$ cat config.mk
export PLATFORM = sky130hd
export DESIGN_NAME = fixed_to_float_pipe
export DESIGN_NICKNAME = d
export VERILOG_FILES = /design/src/rtl/fixed_to_float_pipe.sv
export SDC_FILE = /design/constraint.sdc
export NUM_CORES = 1
export LEC_CHECK = 0
export ABC_AREA = 1
export ABC_CLOCK_PERIOD_IN_PS = 14300
export CAP_MARGIN = 10
export CORE_MARGIN = 3
export CORE_UTILIZATION = 50
export DETAILED_ROUTE_END_ITERATION = 6
export PLACE_DENSITY = 0.82
export SETUP_SLACK_MARGIN = 0.15
export SLEW_MARGIN = 10
export SYNTH_ARGS = -nofsm -noshare
export SYNTH_HDL_FRONTEND = slang
export SYNTH_SLANG_ARGS = --single-unit
$ cat constraint.sdc
create_clock -name clk -period 14.3 [get_ports clk]
set_input_delay 2.86 -clock clk [delete_from_list [all_inputs] [get_ports clk]]
set_output_delay 2.86 -clock clk [all_outputs]
set_load 0.02 [all_outputs]
$ cat src/rtl/fixed_to_float_pipe.sv
// ---------------------------------------------------------------------------
// fixed_to_float_pipe
//
// Three-stage pipelined converter from a fixed-point word (unsigned or two's
// complement, FRAC_W fraction bits) to an IEEE-754 single-precision value.
// Accepts one operand per clock and stays correct under downstream stalls.
//
// Stages:
//   S1 capture   : sign extraction, magnitude, zero flag
//   S2 normalise : leading-zero count, left-justify magnitude, biased exponent
//   S3 pack      : mantissa select, optional round-to-nearest-even, packing
//
// Parameters:
//   IN_W    input word width (2..32)
//   FRAC_W  fraction bits of the input (0..IN_W-1), 1.0 == 2**FRAC_W
//   SIGNED  0: unsigned input, 1: two's complement input
//   ROUND   0: truncate mantissa, 1: round-to-nearest-even (IN_W > 24 only)
//
// Ports:
//   clk        in   1     clock, rising edge
//   reset_n    in   1     asynchronous active-low reset
//   in_valid   in   1     in_fixed carries an operand
//   in_ready   out  1     pipeline can accept an operand
//   in_fixed   in   IN_W  fixed-point operand
//   out_valid  out  1     out_float carries a result
//   out_ready  in   1     consumer takes the result
//   out_float  out  32    {sign, exp[7:0], man[22:0]}
//
// Handshake: a transfer happens on a rising edge where valid & ready are
// both 1 on that interface. A producer holding valid keeps its data stable
// until the transfer; valid never depends on ready. Here in_ready is the
// only combinational path (from out_ready and out_valid).
// ---------------------------------------------------------------------------
module fixed_to_float_pipe #(
    parameter int IN_W   = 22,
    parameter int FRAC_W = 21,
    parameter int SIGNED = 0,
    parameter int ROUND  = 1
) (
    input  logic            clk,
    input  logic            reset_n,
    input  logic            in_valid,
    output logic            in_ready,
    input  logic [IN_W-1:0] in_fixed,
    output logic            out_valid,
    input  logic            out_ready,
    output logic [31:0]     out_float
);

    localparam int LZW = $clog2(IN_W);
    // Fraction bits left once the leading one has been normalised away.
    localparam int FN  = IN_W - 1;
    // Fraction padded with 25 zeros so a 23-bit mantissa, a guard bit and
    // at least one sticky bit always exist, whatever IN_W is.
    localparam int FW  = FN + 25;
    localparam logic [8:0] EBIAS9 = 9'(127 + IN_W - 1 - FRAC_W);

    // Whole pipe advances together; only a held output blocks it.
    logic stall;
    assign stall    = out_valid & ~out_ready;
    assign in_ready = ~stall;

    function automatic logic [LZW-1:0] count_lz(input logic [IN_W-1:0] v);
        logic [LZW-1:0] n;
        logic           found;
        n     = '0;
        found = 1'b0;
        for (int i = IN_W - 1; i >= 0; i--) begin
            if (!found) begin
                if (v[i]) begin
                    found = 1'b1;
                end else begin
                    n = n + LZW'(1);
                end
            end
        end
        return n;
    endfunction

    // ---------------- S1 capture (combinational part) ----------------
    logic            in_sign;
    logic [IN_W-1:0] in_mag;

    always_comb begin
        in_sign = (SIGNED != 0) ? in_fixed[IN_W-1] : 1'b0;
        // IN_W-bit negate: the most negative input wraps to 2**(IN_W-1),
        // which is exactly its magnitude read as unsigned.
        in_mag  = in_sign ? (~in_fixed + IN_W'(1)) : in_fixed;
    end

    logic            s1_valid;
    logic            s1_sign;
    logic            s1_zero;
    logic [IN_W-1:0] s1_mag;

    // ---------------- S2 normalise (combinational part) ----------------
    logic [LZW-1:0] s1_lz;
    logic [8:0]     s1_exp;

    always_comb begin
        s1_lz  = count_lz(s1_mag);
        s1_exp = EBIAS9 - {{(9 - LZW){1'b0}}, s1_lz};
    end

    logic          s2_valid;
    logic          s2_sign;
    logic          s2_zero;
    logic [FN-1:0] s2_frac;
    logic [8:0]    s2_exp;

    // ---------------- S3 pack (combinational part) ----------------
    logic [FW-1:0] frac_ext;
    logic [22:0]   man_trunc;
    logic          guard_bit;
    logic          sticky_bit;
    logic          do_round;
    logic [23:0]   man_sum;
    logic [7:0]    exp_out;
    logic [31:0]   pack_float;

    always_comb begin
        frac_ext   = {s2_frac, 25'b0};
        man_trunc  = frac_ext[FW-1 -: 23];
        guard_bit  = frac_ext[FW-24];
        sticky_bit = |frac_ext[FW-25:0];
        do_round   = 1'b0;
        if ((ROUND != 0) && (IN_W > 24)) begin
            do_round = guard_bit & (sticky_bit | man_trunc[0]);
        end
        // A carry out of the mantissa leaves man_sum[22:0] == 0 and bumps
        // the exponent, which is exactly the renormalised result.
        man_sum    = {1'b0, man_trunc} + {23'b0, do_round};
        exp_out    = 8'(s2_exp + {8'b0, man_sum[23]});
        pack_float = s2_zero ? 32'h0000_0000 : {s2_sign, exp_out, man_sum[22:0]};
    end

    // ---------------- Pipeline registers ----------------
    always_ff @(posedge clk or negedge reset_n) begin
        if (!reset_n) begin
            s1_valid  <= 1'b0;
            s1_sign   <= 1'b0;
            s1_zero   <= 1'b0;
            s1_mag    <= '0;
            s2_valid  <= 1'b0;
            s2_sign   <= 1'b0;
            s2_zero   <= 1'b0;
            s2_frac   <= '0;
            s2_exp    <= '0;
            out_valid <= 1'b0;
            out_float <= 32'h0000_0000;
        end else if (!stall) begin
            s1_valid  <= in_valid;
            s1_sign   <= in_sign;
            s1_zero   <= (in_mag == '0);
            s1_mag    <= in_mag;

            s2_valid  <= s1_valid;
            s2_sign   <= s1_sign;
            s2_zero   <= s1_zero;
            // Leading one lands at IN_W-1 and is implicit, so drop it.
            s2_frac   <= FN'(s1_mag << s1_lz);
            s2_exp    <= s1_exp;

            out_valid <= s2_valid;
            out_float <= pack_float;
        end
    end

endmodule

==> results of run 1 <==
## layout by cell type (no fill, tap or decap), drive strengths merged, types with 2 or more instances in the layout
cell type,synthesis,routed
nor4,4,4
ha,20,20
o211ai,4,4
buf,14,3
inv,123,124
nand4,6,6
clkdlybuf4s50,0,54
clkinv,1,4
or2,5,5
clkbuf,19,10
conb,1,4
nand3,81,81
o21ai,105,105
a21o,2,2
nor3,3,3
clkinvlp,0,2
nand3b,2,2
xnor2,3,3
o22ai,3,3
nand2,329,329
nor2,72,72
xor2,5,5
a21oi,21,21
dfrtp,81,81
## report_power, final
| group | total, mW | leakage [nW] | internal [mW] | switching (mW) |
|---|---|---|---|---|
| registers | 0.376 | 0.975 | 0.318 | 0.0576 |
| logic | 0.680 | 2.52 | 0.249 | 0.431 |
| clock network | 0.220 | 0.135 | 0.123 | 0.0971 |
## final cells by class
type | count | area (sq um)
fillers | 1085 | 4710
multi-input cells | 672 | 3330
flip-flops and latches | 81 | 2030
repair buffers | 57 | 563
inverters | 124 | 472
clock buffers | 10 | 239
well taps | 143 | 179
clock inverters | 6 | 42.5
## metal layers
metal / share of wire / GRT usage / vias to the layer above
met1: 0.47 / 0.299 / 2553
li1: - / - / 2946
met2: 0.46 / 0.336 / 121
met3: 0.046 / 0.0360 / 22
met4: 0.023 / 0.0845 / 0
met5: 0 / 0 / -
## worst reg2reg max path: cells and delay by family, from the launching register on
| kind | cells | cell delay [ns] |
|---|---|---|
| adder cells (fa/ha/maj) | 20 | 5.50 |
| AND/OR/NAND/NOR | 29 | 3.25 |
| AO/OA/AOI/OAI | 15 | 2.31 |
| buffers and inverters | 18 | 1.24 |
| flip-flops | 1 | 0.41 |
## how the worst min path moves through the flow
| stage | startpoint | endpoint | cells past startpoint |
|---|---|---|---|
| after floorplan | s2_valid | out_valid | 2 |
| after global placement | s2_valid | out_valid | 2 |
| after detailed placement | s2_valid | out_valid | 2 |
| after CTS | s2_valid | out_valid | 2 |
| after global routing | s2_valid | out_valid | 2 |
| final | s2_valid | out_valid | 2 |
## state kept, by name (all words and copies together), names as in the netlist
signal	flops
out_valid	1
s1_mag	22
s2_valid	1
s2_zero	1
s1_zero	1
s1_valid	1
out_float	27
s2_frac	21
s2_exp	6
## cell usage after synthesis, drive strengths merged, types with 5 or more instances
| cell | instances | share of area |
|---|---|---|
| or2 | 5 | 0.0052 |
| nand4 | 6 | 0.0088 |
| nand3 | 81 | 0.069 |
| dfrtp | 81 | 0.34 |
| o21ai | 105 | 0.088 |
| inv | 123 | 0.078 |
| xor2 | 5 | 0.0073 |
| clkbuf | 19 | 0.012 |
| buf | 14 | 0.017 |
| nand2 | 329 | 0.21 |
| nor2 | 72 | 0.073 |
| ha | 20 | 0.042 |
| a21oi | 21 | 0.018 |
## cells by family after synthesis
| kind of cell | after synthesis |
|---|---|
| AO/OA/AOI/OAI | 137 |
| XOR/XNOR | 8 |
| adder cells (fa/ha/maj) | 20 |
| buffers and inverters | 157 |
| flip-flops | 81 |
| other | 1 |
| AND/OR/NAND/NOR | 503 |
## through the flow
| step | setup WS (ns) | area (sq um) |
|---|---|---|
| final | 1.49 | 6860 |
| after global routing | 0.237 | 6860 |
| after floorplan | 2.72 | 6000 |
| after detailed placement | 1.54 | 6570 |
| after CTS | 1.52 | 6860 |
| after global placement | 1.98 | 6570 |
==> impl_metrics.tcl, run 1 <==
set metrics [dict create \
    outcome "completed" \
    cp_max_fo 23 \
    yosys.area_share.adder 0.0418 \
    max-cap-violations 0 \
    endpoint "s2_frac[18]" \
    gp_congestion 0.921 \
    dp_cells 1077 \
    drv_slew 0 \
    final_cells 1093 \
    crit_path_top_delay_cell "or2_0" \
    fmax_mhz 78.1 \
    powerDensity_nw_per_um2 186 \
    r2r_start "s1_mag[20]" \
    critical_path_arrival_ns 13.09 \
    ys.warnings.count 0 \
    drc 0 \
    start_util 0.518 \
    die_h_um 115 \
    setup_viol 0 \
    final_util 0.593 \
    dp_hpwl_um 10100 \
    path_delay_family "adder cells" \
    rr_endpoint "s2_frac[18]" \
    rr_worst_depth 82 \
    syn_area_sq_um 5990 \
    cp.buffers_inverters 18 \
    worstMarginPinSlew_ns 1.05 \
    fin_crit_sh 0.896 \
    synthToLayoutAreaGrowth_pct 14.5 \
    grt_max_degree 95 \
    power.total_mw 1.28 \
    crit_start "s1_mag[20]" \
    antenna_cells 0 \
    syn_inst 907 \
    holdBufCountCts 0 \
    syn_area_per_cell_sq_um 6.60 \
    critical_path_depth 82 \
    start_kind "flop" \
    yosysUniqueCellTypes 40 \
    grt_pass1_wl_um 23200 \
    drt_wl_total_um 13600 \
    cts.repair.resized 0 \
    worstHoldPathType "flop to flop" \
    htreeDepth 3 \
    hold_slack_ns 0.450 \
    vias 5642 \
    cts_setup_buffers 0 \
    port_buffers 55 \
    cts_tree "done" \
    synth-edff-count 0 \
    nNetsFinal 991 \
    hold_viol 0 \
    grt_pass1_vias 5090 \
    cts_buffers 9 \
    layout_min_cycle_time_ns 12.81 \
    clk_latency_ns 0.35 \
    cts_sinks 81 \
    critPathKind "flop to flop" \
    synth_seq_cells 81 \
    antenna_found_initial 0 \
    yosys.area_share.simple 0.380 \
    grt_overflow_total 0 \
    synth_compound_area_frac 0.119 \
    p_leak_nw 3.63 \
    cts_root_buf "clkbuf_16" \
    wl_per_cell_um 12.4 \
    drtIter0Drc 428 \
    die_area_sq_um 13300 \
    setup_tns_ns 0 \
    dr.pass1.iters 5 \
    max_slew_margin 0.299 \
    synthArstFlopShare 1.00 \
    clkSlewWorstSetupHoldPaths_ns 0.06 \
    cts_buffer_depth 2 \
    rows 39 \
    critPathCaptureType "flop" \
    crit_top_cell "nand2_1" \
    coreArea_sq_um 11600 \
    synth_top_family_by_area "simple AND/OR/NAND/NOR gates" \
    die_w_um 115 \
    synth_seq_area_share 0.339 \
    synth.area.mux_share 0 \
    skew_ns 0.00801 \
    ant_nets 0 \
    ir_worst_vdd_v 0.0000835 \
    track_usage 0.215 \
    top_level_ports 60 \
    cpPeakStageDelay_ns 0.42 \
    required_ns 14.58 \
    synth_xor_area_frac 0.0117 \
    vias_per_cell 5.16 \
    rsz0062_at_grt "false" \
    rrSetupSlack_ns 1.49 \
    ys.flop_type "dfrtp_1" \
    drive_gt1_frac 0.0747 \
]
(Power assumes the default switching activity.)
==> run 2: changes to the inputs <==
- CORE_MARGIN: 3 -> default
==> run 2 against run 1 <==
- clock power up 5%
- register-to-register slack worse by 0.17 ns
- first-iteration DRC count down 16%
- combinational power about the same
- non-clock buffer count unchanged
- design area up 0.16%
- sequential cell count unchanged
- sequential share of layout area about the same
- die area down 6.8%
- largest cell class unchanged
- critical path type unchanged
- fmax down 1.3%
- the run now ends with design-rule violations left
- worst setup slack worse by 0.17 ns
- clock-buffer cell count down 1
==> impl_metrics.tcl, run 2 (synthesis gave the netlist of run 1 again) <==
set metrics [dict create \
    drt_wl_total_um 13500 \
    sw_frac_of_total 0.455 \
    drv_slew 0 \
    critPathCaptureType "flop" \
    vias 5614 \
    final_cells 1092 \
    skew_ns 0.00740 \
    max_slew_margin 0.281 \
    p_leak_nw 3.63 \
    setup_tns_ns 0 \
    die_h_um 111 \
    dp_cells 1077 \
    grt_overflow_total 0 \
    port_buffers 55 \
    ant_nets 0 \
    clk_latency_ns 0.35 \
    grt_max_degree 95 \
    htreeDepth 3 \
    critical_path_arrival_ns 13.25 \
    synthToLayoutAreaGrowth_pct 14.7 \
    path_delay_family "adder cells" \
    clockPowerShare 0.179 \
    cts_tree "done" \
    rr_worst_depth 82 \
    cp.buffers_inverters 18 \
    crit_top_cell "nand2_1" \
    final_cell_mix "323 x nand2_1, 103 x inv_1, 81 x o21ai_0, 81 x dfrtp_1, 79 x nand3_1" \
    rr_endpoint "s2_frac[18]" \
    max_flop_register "out_float" \
    mostFrequentLayoutCell "nand2_1" \
    violations "design-rule violations" \
    crit_start "s1_mag[20]" \
    cts_root_buf "clkbuf_16" \
    holdBufCountCts 0 \
    rsz0062_at_grt "false" \
    cpPeakStageDelay_ns 0.41 \
    worstHoldPathType "flop to flop" \
    fin_ws_ns 1.32 \
    critPathKind "flop to flop" \
    drive_gt1_frac 0.0738 \
    cts_setup_buffers 0 \
    top_level_ports 60 \
    share_comb_of_total_power 0.529 \
    outcome "finished with violations" \
    n_fill_cell 1086 \
    p_int_mw 0.701 \
    antenna_found_initial 0 \
    drc 10 \
    cts_buffers 9 \
    dp_hpwl_um 9990 \
    vias_per_cell 5.14 \
    gp_congestion 0.901 \
    cts_sinks 81 \
    gr-usage-met3 0.0463 \
    powerDensity_nw_per_um2 187 \
    top_regs "out_float x27, s1_mag x22, s2_frac x21" \
    coreArea_sq_um 11600 \
    grt_pass1_wl_um 23700 \
    cp_max_fo 23 \
    max-cap-violations 0 \
    grt_pass1_vias 5195 \
    hold_slack_ns 0.447 \
    setup_viol 0 \
    cts_buffer_depth 2 \
    dr.pass1.iters 7 \
    wl_per_cell_um 12.3 \
    die_w_um 111 \
    hold_viol 0 \
    busiest_layer "met2" \
    worstMarginPinSlew_ns 1.08 \
    drtIter0Drc 360 \
    grt.met1_usage 0.311 \
    antenna_cells 0 \
    layout_min_cycle_time_ns 12.98 \
    cts.repair.resized 0 \
    track_usage 0.234 \
    fmax_mhz 77.1 \
    r2r_start "s1_mag[20]" \
    switching_power_mw 0.585 \
    grt_use_met2 0.383 \
    pre_cts_slack_ns 1.46 \
    required_ns 14.58 \
    start_kind "flop" \
    endpoint "s2_frac[18]" \
    seqPwrFrac 0.292 \
    die_area_sq_um 12400 \
    largest_reg_flops 27 \
    nNetsFinal 991 \
    crit_path_top_delay_cell "dfrtp_1" \
    rrSetupSlack_ns 1.32 \
    clkSlewWorstSetupHoldPaths_ns 0.06 \
    ir_worst_vdd_v 0.000100 \
    fin_crit_sh 0.907 \
    critical_path_depth 82 \
    start_util 0.518 \
    rows 39 \
]
==> run 2: cell types whose count changed in the layout (fill, tap and decap cells not counted) <==
cell,delta
clkbuf_8,-1
bufinv_16,+1
clkinv_2,-1
==> run 2: tightest hold or removal path, stage by stage (launching register included) <==
cell	delay (ns)
dfrtp_1	0.32
inv_1	0.04
nand2_1	0.05
==> run 2: how the worst min path moves through the flow <==
| stage | from | end | cells past startpoint |
|---|---|---|---|
| global placement | s2_valid | out_valid | 2 |
| global route | s2_valid | out_valid | 2 |
| CTS | s2_valid | out_valid | 2 |
| finish | s2_valid | out_valid | 2 |
| floorplan | s2_valid | out_valid | 2 |
| detailed placement | s2_valid | out_valid | 2 |
==> run 2: metal layers <==
metal  routed length (um)  up-vias
li1                     -     2953
met1                 6450     2531
met2                 6160      110
met3                  542       20
met4                  308        0
met5                    0        -
==> run 2: cell type report <==
| type | count | area (sq um) | area share |
|---|---|---|---|
| Sequential cell | 81 | 2030 | 0.295 |
| Tap cell | 143 | 179 | 0.0261 |
| Inverter | 124 | 472 | 0.0687 |
| Multi-Input combinational cell | 672 | 3330 | 0.485 |
| Clock buffer | 9 | 225 | 0.0328 |
| Clock inverter | 6 | 67.6 | 0.00984 |
| Timing Repair Buffer | 57 | 563 | 0.0820 |
==> run 2: power groups by stage <==
stage,clock network [mW],logic [mW],registers [mW]
after floorplan,0,0.438,0.417
after global placement,0,0.661,0.376
after detailed placement,0,0.673,0.379
after CTS,0.236,0.676,0.376
after global routing,0.244,0.775,0.388
final,0.231,0.680,0.376
==> run 2: through the flow <==
step | instance area (sq um) | util | total power, mW
2_1_floorplan | 6000 | - | 0.855
3_3_place_gp | 6570 | 0.568 | 1.04
3_5_place_dp | 6570 | 0.568 | 1.05
4_1_cts | 6870 | 0.594 | 1.29
5_1_grt | 6870 | 0.594 | 1.41
6_report | 6870 | 0.594 | 1.29
==> run 3: changes to the inputs <==
- CORE_UTILIZATION: 50 -> 58
- PLACE_DENSITY: 0.82 -> 0.92
==> run 3 against run 2 <==
- the flow now finishes without violations
- worst hold slack better by 0.011 ns
- register-to-register slack better by 0.07 ns
- critical path type unchanged
- fmax is 0.52% higher
==> impl_metrics.tcl, run 3 (synthesis gave the netlist of run 1 again) <==
set metrics [dict create \
    outcome "completed" \
    fin_crit_sh 0.903 \
    htreeDepth 3 \
    wl_per_cell_um 12.8 \
    powerDensity_nw_per_um2 182 \
    cts_root_buf "clkbuf_8" \
    max-cap-violations 0 \
    max_flop_register "out_float" \
    cts_tree "done" \
    cpPeakStageDelay_ns 0.43 \
    cts_setup_buffers 0 \
    gp_congestion 0.925 \
    crit_path_top_delay_cell "dfrtp_1" \
    final_cell_mix "323 x nand2_1, 103 x inv_1, 81 x o21ai_0, 81 x dfrtp_1, 79 x nand3_1" \
    max_slew_margin 0.307 \
    critPathKind "flop to flop" \
    cts_sinks 81 \
    clk_latency_ns 0.37 \
    grt_pass1_vias 5254 \
    crit_start "s1_mag[20]" \
    setup_viol 0 \
    layout_min_cycle_time_ns 12.91 \
    die_area_sq_um 10700 \
    synthToLayoutAreaGrowth_pct 12.7 \
    die_h_um 104 \
    grt_overflow_total 0 \
    crit_top_cell "nand2_1" \
    critical_path_arrival_ns 13.21 \
    nNetsFinal 991 \
    mostFrequentLayoutCell "nand2_1" \
    ir_worst_vdd_v 0.0000893 \
    rows 36 \
    holdBufCountCts 0 \
    cts.repair.resized 0 \
    cp_max_fo 23 \
    ant_nets 0 \
    worstHoldPathType "flop to flop" \
    coreArea_sq_um 9910 \
    critPathCaptureType "flop" \
    antenna_cells 0 \
    rr_endpoint "s2_frac[18]" \
    final_cells 1083 \
    top_regs "out_float x27, s1_mag x22, s2_frac x21" \
    dpl_cell_area_sq_um 6560 \
    dp_hpwl_um 10300 \
    hold_viol 0 \
    clkSlewWorstSetupHoldPaths_ns 0.10 \
    vias_per_cell 5.37 \
    grt_pass1_wl_um 23800 \
    dr.pass1.iters 5 \
    n_fill_cell 853 \
    port_buffers 55 \
    grt_max_degree 95 \
    drt_wl_total_um 13900 \
    rr_worst_depth 82 \
    rsz0062_at_grt "false" \
    finalInstanceArea_sq_um 6750 \
    fmax_mhz 77.5 \
    p_leak_nw 3.58 \
    setup_tns_ns 0 \
    antenna_found_initial 0 \
    drtIter0Drc 451 \
    drive_gt1_frac 0.0747 \
    track_usage 0.270 \
    worstMarginPinSlew_ns 1.04 \
    top_level_ports 60 \
    final_util 0.681 \
    cts_buffer_depth 2 \
    start_util 0.604 \
    r2r_start "s1_mag[20]" \
    required_ns 14.60 \
    start_kind "flop" \
    largest_reg_flops 27 \
    die_w_um 104 \
    vias 5814 \
    dp_cells 1067 \
    cts_buffers 9 \
    endpoint "s2_frac[18]" \
    skew_ns 0.0148 \
    drv_slew 0 \
    rrSetupSlack_ns 1.39 \
    drc 0 \
]
## run 3: cell types whose count changed in the layout (fill, tap and decap cells not counted), sizes merged
cell	change
clkinv	-1
bufinv	-1
inv	+2
clkbuf	+1
## run 3: per-layer routing
| layer | routed length [um] | global-route usage |
|---|---|---|
| met5 | 0 | 0 |
| met1 | 6190 | 0.357 |
| met2 | 6570 | 0.444 |
| met3 | 762 | 0.0415 |
| met4 | 372 | 0.110 |
## run 3: layout make-up
cell class	instances	area, sq um	area share
multi-input cells	672	3330	0.494
clock buffers	10	138	0.0204
clock inverters	6	46.3	0.00686
repair buffers	57	563	0.0835
flip-flops and latches	81	2030	0.301
inverters	124	472	0.0699
well taps	133	166	0.0247
## run 3: how the worst min path moves through the flow
| stage | from | endpoint | slack [ns] | cells after the start |
|---|---|---|---|---|
| final | s2_valid | out_valid | 0.46 | 2 |
| after global routing | s2_valid | out_valid | 0.48 | 2 |
| after CTS | s2_valid | out_valid | 0.46 | 2 |
| after detailed placement | s2_valid | out_valid | 0.43 | 2 |
| after global placement | s2_valid | out_valid | 0.43 | 2 |
| after floorplan | s2_valid | out_valid | 0.42 | 2 |
## run 3: through the flow
step | hold slack (ns) | power, mW | setup WS (ns)
2_1_floorplan | 0.419 | 0.855 | 2.72
6_report | 0.458 | 1.23 | 1.39
5_1_grt | 0.484 | 1.34 | 0.261
3_3_place_gp | 0.434 | 1.03 | 2.09
4_1_cts | 0.455 | 1.22 | 1.47
3_5_place_dp | 0.431 | 1.05 | 1.56
## run 3: power breakdown
group	internal (mW)	total, mW	switching [mW]	leakage (nW)
Clock	0.0694	0.164	0.0944	0.0897
Combinational	0.249	0.687	0.438	2.52
Sequential	0.317	0.375	0.0580	0.975
## run 3: worst max-delay path: cells and delay by family (launching register included)
kind                     cells  cell delay [ns]
AO/OA/AOI/OAI               15             2.41
buffers and inverters       18             1.23
flip-flops                   1             0.43
adder cells (fa/ha/maj)     20             5.48
AND/OR/NAND/NOR             29             3.26
